<file path="config.mk">
export PLATFORM = sky130hd
export DESIGN_NAME = mem_access_stage
export DESIGN_NICKNAME = d
export VERILOG_FILES = /design/src/rtl/mem_access_stage.sv
export SDC_FILE = /design/constraint.sdc
export NUM_CORES = 1
export LEC_CHECK = 0
export BUFFER_PORTS_ARGS = -buffer_cell sky130_fd_sc_hd__buf_2
export CAP_MARGIN = 0
export CORE_MARGIN = 5
export CORE_UTILIZATION = 35
export CTS_CLUSTER_DIAMETER = 200
export CTS_CLUSTER_SIZE = 20
export DETAILED_ROUTE_END_ITERATION = 7
export GPL_ROUTABILITY_DRIVEN = 1
export MAX_ROUTING_LAYER = met4
export SLEW_MARGIN = 20
export SYNTH_ARGS = -nofsm -noshare
export SYNTH_HDL_FRONTEND = slang
export SYNTH_SLANG_ARGS = --single-unit
</file>
<file path="constraint.sdc">
create_clock -name clk -period 3.3 [get_ports clk]
set_input_delay 0.33 -clock clk [delete_from_list [all_inputs] [get_ports clk]]
set_output_delay 0.33 -clock clk [all_outputs]
set_load 0.05 [all_outputs]
</file>
<file path="src/rtl/mem_access_stage.sv">
// Pipeline memory stage: passes ALU results through, runs loads/stores over a
// req/ack data bus, extends load data and drives the registered writeback triple.
module mem_access_stage #(
  parameter int ADDR_W = 32,
  parameter int DATA_W = 32
) (
  input  logic              clk,
  input  logic              rst,
  input  logic              ex_valid,
  input  logic              ex_wreg,
  input  logic [4:0]        ex_waddr,
  input  logic [DATA_W-1:0] ex_alu_result,
  input  logic [3:0]        ex_mem_op,
  input  logic [DATA_W-1:0] ex_store_data,
  output logic              mem_stall_req,
  output logic              dbus_req,
  output logic              dbus_we,
  output logic [ADDR_W-1:0] dbus_addr,
  output logic [3:0]        dbus_be,
  output logic [DATA_W-1:0] dbus_wdata,
  input  logic              dbus_ack,
  input  logic [DATA_W-1:0] dbus_rdata,
  output logic              misalign_exc,
  output logic              wb_we,
  output logic [4:0]        wb_addr,
  output logic [DATA_W-1:0] wb_data
);

  // Bus handshake: dbus_req rises with every dbus_* field valid and all of
  // them stay frozen until the edge that samples dbus_ack high; that edge
  // ends the access. dbus_ack while no request is open is ignored.

  localparam logic [3:0] OP_LB  = 4'd1;
  localparam logic [3:0] OP_LBU = 4'd2;
  localparam logic [3:0] OP_LH  = 4'd3;
  localparam logic [3:0] OP_LHU = 4'd4;
  localparam logic [3:0] OP_LW  = 4'd5;
  localparam logic [3:0] OP_SB  = 4'd6;
  localparam logic [3:0] OP_SH  = 4'd7;
  localparam logic [3:0] OP_SW  = 4'd8;

  typedef enum logic {S_IDLE = 1'b0, S_BUS = 1'b1} state_t;

  state_t r_state;
  state_t w_next;

  logic [3:0]        r_op;
  logic              r_wreg;
  logic [4:0]        r_waddr;
  logic [1:0]        r_off;

  logic              w_is_load;
  logic              w_is_store;
  logic              w_is_mem;
  logic              w_sz_b;
  logic              w_sz_h;
  logic              w_sz_w;
  logic [1:0]        w_off;
  logic              w_misalign;
  logic [3:0]        w_be;
  logic [DATA_W-1:0] w_wdata;
  logic [7:0]        w_lane_b;
  logic [15:0]       w_lane_h;
  logic [DATA_W-1:0] w_load_data;
  logic              r_is_load;

  assign w_off      = ex_alu_result[1:0];
  assign w_is_load  = (ex_mem_op >= OP_LB) && (ex_mem_op <= OP_LW);
  assign w_is_store = (ex_mem_op >= OP_SB) && (ex_mem_op <= OP_SW);
  assign w_is_mem   = w_is_load || w_is_store;
  assign w_sz_b     = (ex_mem_op == OP_LB) || (ex_mem_op == OP_LBU) || (ex_mem_op == OP_SB);
  assign w_sz_h     = (ex_mem_op == OP_LH) || (ex_mem_op == OP_LHU) || (ex_mem_op == OP_SH);
  assign w_sz_w     = (ex_mem_op == OP_LW) || (ex_mem_op == OP_SW);
  assign w_misalign = (w_sz_h && w_off[0]) || (w_sz_w && (w_off != 2'b00));

  assign mem_stall_req = (r_state == S_BUS);
  assign r_is_load     = (r_op >= OP_LB) && (r_op <= OP_LW);

  // Lane enables and lane-replicated store data for the access being issued.
  always_comb begin
    w_be    = 4'b0000;
    w_wdata = ex_store_data;
    if (w_sz_b) begin
      w_be    = 4'b0001 << w_off;
      w_wdata = {4{ex_store_data[7:0]}};
    end else if (w_sz_h) begin
      w_be    = w_off[1] ? 4'b1100 : 4'b0011;
      w_wdata = {2{ex_store_data[15:0]}};
    end else if (w_sz_w) begin
      w_be    = 4'b1111;
    end
  end

  // Little-endian lane select and extension for the outstanding load.
  always_comb begin
    w_lane_b = dbus_rdata[7:0];
    case (r_off)
      2'd0: w_lane_b = dbus_rdata[7:0];
      2'd1: w_lane_b = dbus_rdata[15:8];
      2'd2: w_lane_b = dbus_rdata[23:16];
      2'd3: w_lane_b = dbus_rdata[31:24];
      default: w_lane_b = dbus_rdata[7:0];
    endcase
    w_lane_h = r_off[1] ? dbus_rdata[31:16] : dbus_rdata[15:0];
    w_load_data = dbus_rdata;
    case (r_op)
      OP_LB:   w_load_data = {{24{w_lane_b[7]}}, w_lane_b};
      OP_LBU:  w_load_data = {24'd0, w_lane_b};
      OP_LH:   w_load_data = {{16{w_lane_h[15]}}, w_lane_h};
      OP_LHU:  w_load_data = {16'd0, w_lane_h};
      default: w_load_data = dbus_rdata;
    endcase
  end

  always_comb begin
    w_next = r_state;
    case (r_state)
      S_IDLE:  if (ex_valid && w_is_mem && !w_misalign) w_next = S_BUS;
      S_BUS:   if (dbus_ack) w_next = S_IDLE;
      default: w_next = S_IDLE;
    endcase
  end

  always_ff @(posedge clk) begin
    if (rst) r_state <= S_IDLE;
    else     r_state <= w_next;
  end

  always_ff @(posedge clk) begin
    if (rst) begin
      dbus_req     <= 1'b0;
      dbus_we      <= 1'b0;
      dbus_addr    <= '0;
      dbus_be      <= 4'b0000;
      dbus_wdata   <= '0;
      misalign_exc <= 1'b0;
      wb_we        <= 1'b0;
      wb_addr      <= 5'd0;
      wb_data      <= '0;
      r_op         <= 4'd0;
      r_wreg       <= 1'b0;
      r_waddr      <= 5'd0;
      r_off        <= 2'd0;
    end else begin
      wb_we        <= 1'b0;
      misalign_exc <= 1'b0;
      case (r_state)
        S_IDLE: begin
          if (ex_valid) begin
            if (!w_is_mem) begin
              wb_we   <= ex_wreg;
              wb_addr <= ex_waddr;
              wb_data <= ex_alu_result;
            end else if (w_misalign) begin
              misalign_exc <= 1'b1;
            end else begin
              dbus_req   <= 1'b1;
              dbus_we    <= w_is_store;
              dbus_addr  <= {ex_alu_result[ADDR_W-1:2], 2'b00};
              dbus_be    <= w_be;
              dbus_wdata <= w_wdata;
              r_op       <= ex_mem_op;
              r_wreg     <= ex_wreg;
              r_waddr    <= ex_waddr;
              r_off      <= w_off;
            end
          end
        end
        S_BUS: begin
          if (dbus_ack) begin
            dbus_req <= 1'b0;
            if (r_is_load) begin
              wb_we   <= r_wreg;
              wb_addr <= r_waddr;
              wb_data <= w_load_data;
            end
          end
        end
        default: ;
      endcase
    end
  end

endmodule

</file>
==> qor.csv, run 1 <==
metric,value,unit
GRT overflow,0,
first-iteration detailed-routing DRC count,368,
Setup Skew,0.00654,ns
power per cell area,570,nW/µm²
vias in the first global route,5489,
first-pass GRT wire length,30100,µm
RSZ-0062 raised after global routing,false,
area of the multi-input gates,3220,µm²
hpwl dp,14100,µm
"area leader, netlist",dfxtp_1,
final hold vios,0,
CTS tree,yes,
Final Slew Violations,0,
HP Class,in -> reg,
Setup Viol. Count Final,0,
# fillers,1735,
utilization after layout,0.461,
die area,19900,µm²
final wirelength,19300,µm
share of layout cells above drive strength 1,0.320,
worst slew pin tran,0.862,ns
site row count,47,
Post-DRT Antenna Nets,0,
drc violations,0,
Crit path arrival time,2.65,ns
clk root buf,clkbuf_16,
CTS hold repair buffers,0,
LEAKAGE,3.34,nW
Critical Path End Type,register,
r2r setup slk,0.97,ns
Slew HR,0.425,
f_max,429,MHz
post-cts resize count,0,
"Period Utilization, post-route",0.706,
DIE WIDTH,141,µm
Vias,5856,
CTS Sinks,120,
CTS Buf Count,17,
max cap viols,0,
Final Critical Period,2.33,ns
Yosys reg bits,120,
post-route cell area,7710,µm²
CP max FO,17,
Most used DFF post-synth,dfxtp_1,
drt via density,5.16,
Top Ports,220,
largest net degree at the start of global routing,83,
top-count cell post-synth,nand2_1,
status,finished clean,
sequential cell area,2400,µm²
iteration count of the initial detailed-routing pass,5,
"Setup Fix Bufs, Post-CTS",0,
Post-Syn Area,6000,µm²
post-synth top area share,0.400,
Skew-Pair Late Insertion Delay,0.41,ns
DIE HEIGHT,141,µm
Post-synth EDFFs,0,
Setup TNS,0,ns
GPL Wtd Cong,0.833,
largest cells by area after synthesis,"dfxtp_1 40%, nand2_1 7.8%, mux2i_1 7.5%, a21oi_1 7.4%, nor2_1 5.1%",
Layout Nets,1009,
Buffers on Ports,217,
Total GRT Usage,0.195,
Bufs on Longest Clock Path,2,
core area,16700,µm²
Peak supply drop,0.360,mV
Worst-path clk slew,0.06,ns
synth warn,0,
Syn-to-layout area delta,28.4,%
Async SR Flop Fraction,0,
WP data required,3.63,ns
H-Tree Level Count,4,
"top cells by count, synth","124 x nand2_1, 120 x dfxtp_1, 89 x a21oi_1",
initial antenna violation count,2,
Synth Area per Inst,8.34,µm²
placed cell area,7130,µm²
routed len/inst,17.0,µm
register area share after synthesis,0.400,
Startpoint Class,register,
initial core utilization,0.359,
number of library cell types mapped by synthesis,54,
kind of critical path,reg -> reg,
Mapped Cells,720,
==> registers in the layout (all words and copies together) (netlist names) <==
register	flops
dbus_wdata	32
wb_data	32
dbus_addr	30
r_waddr	5
wb_addr	5
dbus_be	4
r_op	4
r_off	2
dbus_req	1
dbus_we	1
mem_stall_req	1
misalign_exc	1
r_wreg	1
wb_we	1
==> kinds of logic (layout without fill, tap and decap cells) <==
family	count (synthesis)	after routing	synth area share
other	1	4	0.000625
DFF	120	120	0.400
xor gates and xnor gates	2	2	0.00292
buffers and inverters	79	270	0.0665
AOI/OAI and AO/OA	206	206	0.252
and+or+nand+nor	265	265	0.198
muxes	47	47	0.0807
==> cell usage in the layout, fill, tap and decap left out, types with 3 or more instances in the layout <==
cell type / synthesis / final
dfxtp_1: 120 / 119
nand2_1: 124 / 124
mux2i_1: 45 / 45
a211oi_1: 19 / 19
a211oi_2: 10 / 10
clkinvlp_4: 0 / 3
inv_1: 10 / 10
a311oi_1: 16 / 16
nor2_1: 81 / 80
buf_4: 8 / 10
a21oi_1: 89 / 89
nand2b_1: 18 / 18
a21o_1: 3 / 3
o221ai_1: 15 / 15
clkbuf_16: 0 / 17
o41ai_1: 15 / 15
nand3_1: 4 / 4
nor2b_1: 5 / 5
nand3b_1: 16 / 16
a211o_1: 10 / 10
clkinv_4: 0 / 4
a311oi_2: 7 / 7
clkinv_2: 0 / 3
o21ai_0: 5 / 5
buf_2: 28 / 216
==> final timing paths <==
path,from,endpoint,cells past startpoint
max,r_op[1],wb_data[6],5
min,dbus_ack,dbus_req,2
max reg2reg,r_op[1],wb_data[6],5
min reg2reg,dbus_addr[5],dbus_addr[5],2
==> final cells by class <==
type | instances | area share
diodes | 2 | 0.000649
clock buffers | 19 | 0.0588
clock inverters | 13 | 0.0156
inverters | 10 | 0.00487
multi-input cells | 522 | 0.417
flip-flops and latches | 120 | 0.312
well taps | 220 | 0.0357
repair buffers | 228 | 0.155
==> power by group <==
part           total [mW]  switching (mW)  internal (mW)  leakage, nW
Combinational       0.997           0.712          0.285         2.08
Sequential           1.61          0.0588           1.55        0.982
Clock                1.79           0.711           1.08        0.276
Total                4.39            1.48           2.91         3.34
==> per-stage QoR <==
step / power, mW / std cells / hold WS, ns / setup slack [ns]
floorplan: 2.36 / 721 / 0.429 / 1.15
global placement: 2.63 / 1100 / 0.441 / 0.988
detailed placement: 2.64 / 1100 / 0.441 / 0.887
CTS: 4.43 / 1132 / 0.141 / 1.00
global route: 4.59 / 1134 / 0.156 / 0.750
finish: 4.39 / 1134 / 0.158 / 0.971
==> critical path, cell delays in order (launching register included) <==
cell and delay (ns):
dfxtp_1 0.60, nor3_2 0.15, or3_1 0.63, nor2_2 0.38, o221ai_1 0.22, a311oi_2 0.27
==> metal layers <==
layer | global-route usage | wire (µm) | vias to the layer above
met4 | 0.0484 | 249 | 0
met3 | 0.0461 | 1040 | 18
met1 | 0.260 | 8950 | 2744
li1 | - | - | 2924
met5 | - | 0 | -
met2 | 0.299 | 9050 | 170
Power figures use the tool's default switching activity.
==> run 2: changes to the inputs <==
Clock period 3.3 ns to 2 ns, I/O delays scaled along.
==> qor.csv, run 2 (synthesized netlist as in run 1, its figures left out) <==
metric,value,unit,change
status,finished clean,,
"Period Utilization, post-route",0.975,,+0.269
NetSw,2.41,mW,+62%
GRT overflow,0,,unchanged
switching part of the total,0.341,,+0.00329
largest net degree at the start of global routing,51,,-39%
Post-DRT Antenna Nets,0,,unchanged
utilization after layout,0.480,,+0.0184
Layout Nets,1036,,+2.7%
Final Critical Period,1.95,ns,-0.379 ns
CTS Sinks,120,,unchanged
"most common cell after layout, fill and taps aside",buf_2,,
biggest regs,"dbus_wdata: 32 flops, wb_data: 32 flops, dbus_addr: 30 flops",,
part of the power in registers,0.374,,+0.008
core area,16700,µm²,unchanged
first-iteration detailed-routing DRC count,407,,+11%
DIE WIDTH,141,µm,unchanged
drt via density,5.20,,+0.79%
WP data required,2.32,ns,-1.31 ns
Syn-to-layout area delta,33.5,%,
met1 WL,9130,µm,+1.9%
hpwl dp,14600,µm,+3.5%
H-Tree Level Count,4,,unchanged
GPL Wtd Cong,0.875,,+5.0%
Vias,6022,,+2.8%
die area,19900,µm²,unchanged
Top Ports,220,,unchanged
final hold vios,0,,unchanged
dpl ws,-0.119,ns,-1.01 ns
initial antenna violation count,0,,-2
clk root buf,clkbuf_16,,
Slew HR,0.544,,+0.119
Setup Skew,0.0194,ns,+0.0129 ns
placed cell area,7380,µm²,+3.5%
final worst-path setup slack,0.0509,ns,-0.921 ns
post-route cell area,8010,µm²,+4.0%
CP endpoint,wb_data[6],,
HP Class,in -> reg,,
power per cell area,882,nW/µm²,+55%
Max Used Layer,met4,,
CP max FO,7,,-10
first-pass GRT wire length,30800,µm,+2.4%
Internal,4.66,mW,+60%
# diodes,0,,-2
vias in the first global route,5596,,+1.9%
iteration count of the initial detailed-routing pass,6,,+1
LEAKAGE,3.48,nW,+4.2%
Setup Viol. Count Final,0,,unchanged
drc violations,0,,unchanged
Clk pwr share,0.374,,-0.033
share of layout cells above drive strength 1,0.346,,+0.0256
Final Slew Violations,0,,unchanged
Hold WS,0.0217,ns,-0.137 ns
Crit path arrival time,2.27,ns,-0.38 ns
worst reg2reg path endpoint,wb_data[6],,
routed len/inst,17.5,µm,+3.0%
site row count,47,,unchanged
Critical Path End Type,register,,
Critical Path Source,r_op[2],,
final wirelength,20300,µm,+5.1%
kind of critical path,reg -> reg,,
Total GRT Usage,0.200,,+0.00540
RSZ-0062 raised after global routing,true,,
worst slew pin tran,0.682,ns,-0.180 ns
r2r setup slk,0.05,ns,-0.92 ns
most frequent cells in the layout,"216 x buf_2, 123 x nand2_1, 116 x dfxtp_1, 89 x a21oi_1, 79 x nor2_1",,
met2 wire length,9490,µm,+4.8%
worst reg-to-reg path cell count,6,,+1
Buffers on Ports,217,,unchanged
Worst-path clk slew,0.05,ns,about the same
Routed met3 length,1420,µm,+36%
Startpoint Class,register,,
f_max,513,MHz,+19%
CTS Buf Count,17,,unchanged
Bufs on Longest Clock Path,2,,unchanged
Worst R2R Start,r_op[2],,
initial core utilization,0.359,,unchanged
DIE HEIGHT,141,µm,unchanged
max cap viols,0,,unchanged
# fillers,1698,,-2.1%
Peak supply drop,0.601,mV,+67%
total power,7.07,mW,+61%
CTS tree,yes,,
Logic pwr share,0.252,,+0.025
Skew-Pair Late Insertion Delay,0.43,ns,+0.02 ns
-- run 2: cell count changes in the layout (fill, tap and decap cells not counted), moves of 3 or more --
cell	change
buf_12	+6
buf_4	+17
clkbuf_1	+4
clkinv_4	-3
dfxtp_1	-3
dfxtp_2	+3
-- run 2: timing repair --
item                                    in CTS  in global routing
endpoints found under the setup margin       3                 34
hold endpoints to repair                     1                  0
buffers inserted                             0                  1
cloned                                       0                  2
pin swaps                                    0                  2
gates resized for setup                      3                 16
hold buffers                                 1                  0
-- run 2: layout make-up --
cell class,count,area [µm²],share of cell area
Clock inverter,9,56.3,0.00703
Multi-Input combinational cell,523,3310,0.413
Clock buffer,21,440,0.0550
Tap cell,220,275,0.0343
Inverter,10,37.5,0.00468
Sequential cell,120,2410,0.300
Timing Repair Buffer,254,1490,0.186
-- run 2: power by group through the flow --
stage / logic [mW] / registers (mW) / clock network, mW
6_report: 1.78 / 2.65 / 2.64
5_1_grt: 1.91 / 2.66 / 2.81
4_1_cts: 1.75 / 2.64 / 2.69
3_5_place_dp: 1.74 / 2.69 / 0
3_3_place_gp: 1.73 / 2.69 / 0
2_1_floorplan: 0.706 / 3.19 / 0
-- run 2: layer usage --
layer	vias up	track usage
li1	2978	-
met1	2813	0.261
met2	209	0.310
met3	22	0.0569
met4	0	0.0454
met5	-	-
-- run 2: worst min-delay path by stage --
stage                     slack, ns  cells after the start            end              start
after floorplan                0.30                      1       dbus_req           dbus_ack
after global placement         0.44                      2       dbus_req           dbus_ack
after detailed placement       0.43                      2       dbus_req           dbus_ack
after CTS                      0.02                      3     r_waddr[0]        ex_waddr[0]
after global routing           0.02                      3  dbus_addr[31]  ex_alu_result[31]
final                          0.02                      3     r_waddr[1]        ex_waddr[1]
-- run 2: critical path, cell delays in order, from the launching register on --
cell and delay [ns]:
dfxtp_2 0.36, buf_4 0.17, o21a_1 0.13, or3_1 0.40, nor2_4 0.26, o221ai_1 0.23, a311oi_2 0.30
-- run 2: per-stage QoR --
| step | TNS, ns | cells |
|---|---|---|
| final | 0 | 1157 |
| after global placement | -0.761 | 1123 |
| after detailed placement | -1.62 | 1123 |
| after floorplan | 0 | 721 |
| after CTS | 0 | 1154 |
| after global routing | -0.00160 | 1157 |
==> run 3: changes to the inputs <==
Settings changed: CAP_MARGIN 0 to 40, REMOVE_ABC_BUFFERS from default to 1.
==> qor.csv, run 3 (synthesized netlist as in run 1, its figures left out) <==
metric,value,unit,change
status,finished clean,,
GRT overflow,0,,unchanged
Final Critical Period,1.88,ns,-0.0665 ns
Peak supply drop,0.596,mV,-0.76%
Critical Path End Type,register,,
# fillers,1669,,-1.7%
first-pass GRT wire length,31300,µm,+1.5%
sequential cell area,2400,µm²,-0.10%
dpl ws,0.0835,ns,+0.202 ns
Top Ports,220,,unchanged
DIE HEIGHT,141,µm,unchanged
site row count,47,,unchanged
CP max stage delay,0.55,ns,+0.15 ns
f_max,531,MHz,+3.5%
Setup TNS,0,ns,unchanged
met2 wire length,8850,µm,-6.7%
die area,19900,µm²,unchanged
CP max stage cell,mux4_2,,
CTS Sinks,120,,unchanged
Bufs on Longest Clock Path,2,,unchanged
HP Class,in -> reg,,
Startpoint Class,register,,
utilization after layout,0.482,,+0.00240
hpwl dp,14500,µm,-0.83%
final hold vios,0,,unchanged
CP max FO,11,,+4
most frequent cells in the layout,"216 x buf_2, 124 x nand2_1, 118 x dfxtp_1, 89 x a21oi_1, 79 x nor2_1",,
drt via density,5.16,,-0.84%
Worst R2R Start,r_off[1],,
LEAKAGE,3.52,nW,+1.1%
drc violations,0,,unchanged
RSZ-0062 raised after global routing,false,,
Skew-Pair Late Insertion Delay,0.42,ns,about the same
Finished Layout Cells,1156,,-0.086%
r2r setup slk,0.12,ns,+0.07 ns
"Period Utilization, post-route",0.941,,-0.0332
biggest regs,"dbus_wdata: 32 flops, wb_data: 32 flops, dbus_addr: 30 flops",,
routed len/inst,17.0,µm,-2.9%
Buffers on Ports,217,,unchanged
Setup Skew,0.00944,ns,-0.00999 ns
max cap viols,0,,unchanged
total power,7.62,mW,+7.8%
sequence of cells on the critical path,"mux4_2, mux2i_1, o21ai_4, buf_12, a21oi_1, o41ai_1",,
Post-DRT Antenna Nets,0,,unchanged
Layout Nets,1032,,-0.39%
clk root buf,clkbuf_16,,
WP data required,2.29,ns,-0.03 ns
H-Tree Level Count,4,,unchanged
vias in the first global route,5954,,+6.4%
GPL Wtd Cong,0.863,,-1.3%
kind of critical path,reg -> reg,,
first-iteration detailed-routing DRC count,327,,-20%
power per cell area,946,nW/µm²,+7.3%
hold_sp,ex_alu_result[30],,
initial antenna violation count,2,,+2
CTS tree,yes,,
core area,16700,µm²,unchanged
DIE WIDTH,141,µm,unchanged
Routed met3 length,1640,µm,+16%
Syn-to-layout area delta,34.2,%,
met1 WL,8800,µm,-3.6%
Worst-path clk slew,0.06,ns,about the same
final worst-path setup slack,0.117,ns,+0.0665 ns
Max Used Layer,met4,,
Total GRT Usage,0.201,,+0.00116
iteration count of the initial detailed-routing pass,5,,-1
Critical Path Source,r_off[1],,
final wirelength,19700,µm,-3.0%
initial core utilization,0.359,,unchanged
area of the multi-input gates,3250,µm²,-1.8%
placed insts,1122,,-0.089%
CTS Buf Count,17,,unchanged
Crit path arrival time,2.17,ns,-0.10 ns
Vias,5966,,-0.93%
share of layout cells above drive strength 1,0.337,,-0.00853
Final Slew Violations,0,,unchanged
largest net degree at the start of global routing,46,,-9.8%
"most common cell after layout, fill and taps aside",buf_2,,
Setup Viol. Count Final,0,,unchanged
==> run 3: cell types whose count changed in the layout (fill, tap and decap cells not counted), sizes merged <==
cell	change
diode	+2
buf	-2
o21ai	-1
clkinvlp	-2
clkinv	-2
bufinv	+4
==> run 3: layout make-up <==
cell class	instances	area share
Inverter	10	0.00466
Antenna cell	2	0.000621
Sequential cell	120	0.299
Timing Repair Buffer	251	0.183
Clock buffer	22	0.0576
Multi-Input combinational cell	522	0.403
Clock inverter	9	0.0183
Tap cell	220	0.0342
==> run 3: worst paths after layout <==
kind,depth (start not counted),to
setup / recovery,6,wb_data[16]
hold / removal,3,dbus_addr[30]
setup reg to reg,6,wb_data[16]
hold reg to reg,2,dbus_addr[15]
==> run 3: per-stage QoR <==
stage / instance area [µm²] / hold slack [ns]
after CTS: 8020 / 0.0121
final: 8050 / 0.0302
after detailed placement: 7390 / 0.434
after global placement: 7390 / 0.429
after global routing: 8050 / 0.0248
after floorplan: 5650 / 0.265
==> run 3: worst max-delay path, delay by kind of cell (launching register included) <==
kind | cells | cell delay, ns
buf+inv | 1 | 0.17
flops | 1 | 0.38
compound gates | 3 | 0.41
mux | 2 | 0.79
==> run 3: where the power goes <==
part	internal [mW]	total, mW	switching (mW)
Clock	2.13	3.24	1.10
Combinational	0.539	1.74	1.20
Sequential	2.56	2.64	0.0887
==> run 3: repair_timing <==
| action | 4_1_cts | 5_1_grt |
|---|---|---|
| gates resized for setup | 0 | 6 |
| endpoints found under the hold margin | 1 | 0 |
| hold buffers | 1 | 0 |
| buffers inserted | 0 | 0 |
| setup endpoints to repair | 0 | 12 |
==> run 3: layer usage <==
metal / track usage / vias up
met5: - / -
met4: 0.0704 / 0
met3: 0.0643 / 28
met2: 0.300 / 230
met1: 0.257 / 2737
li1: - / 2971
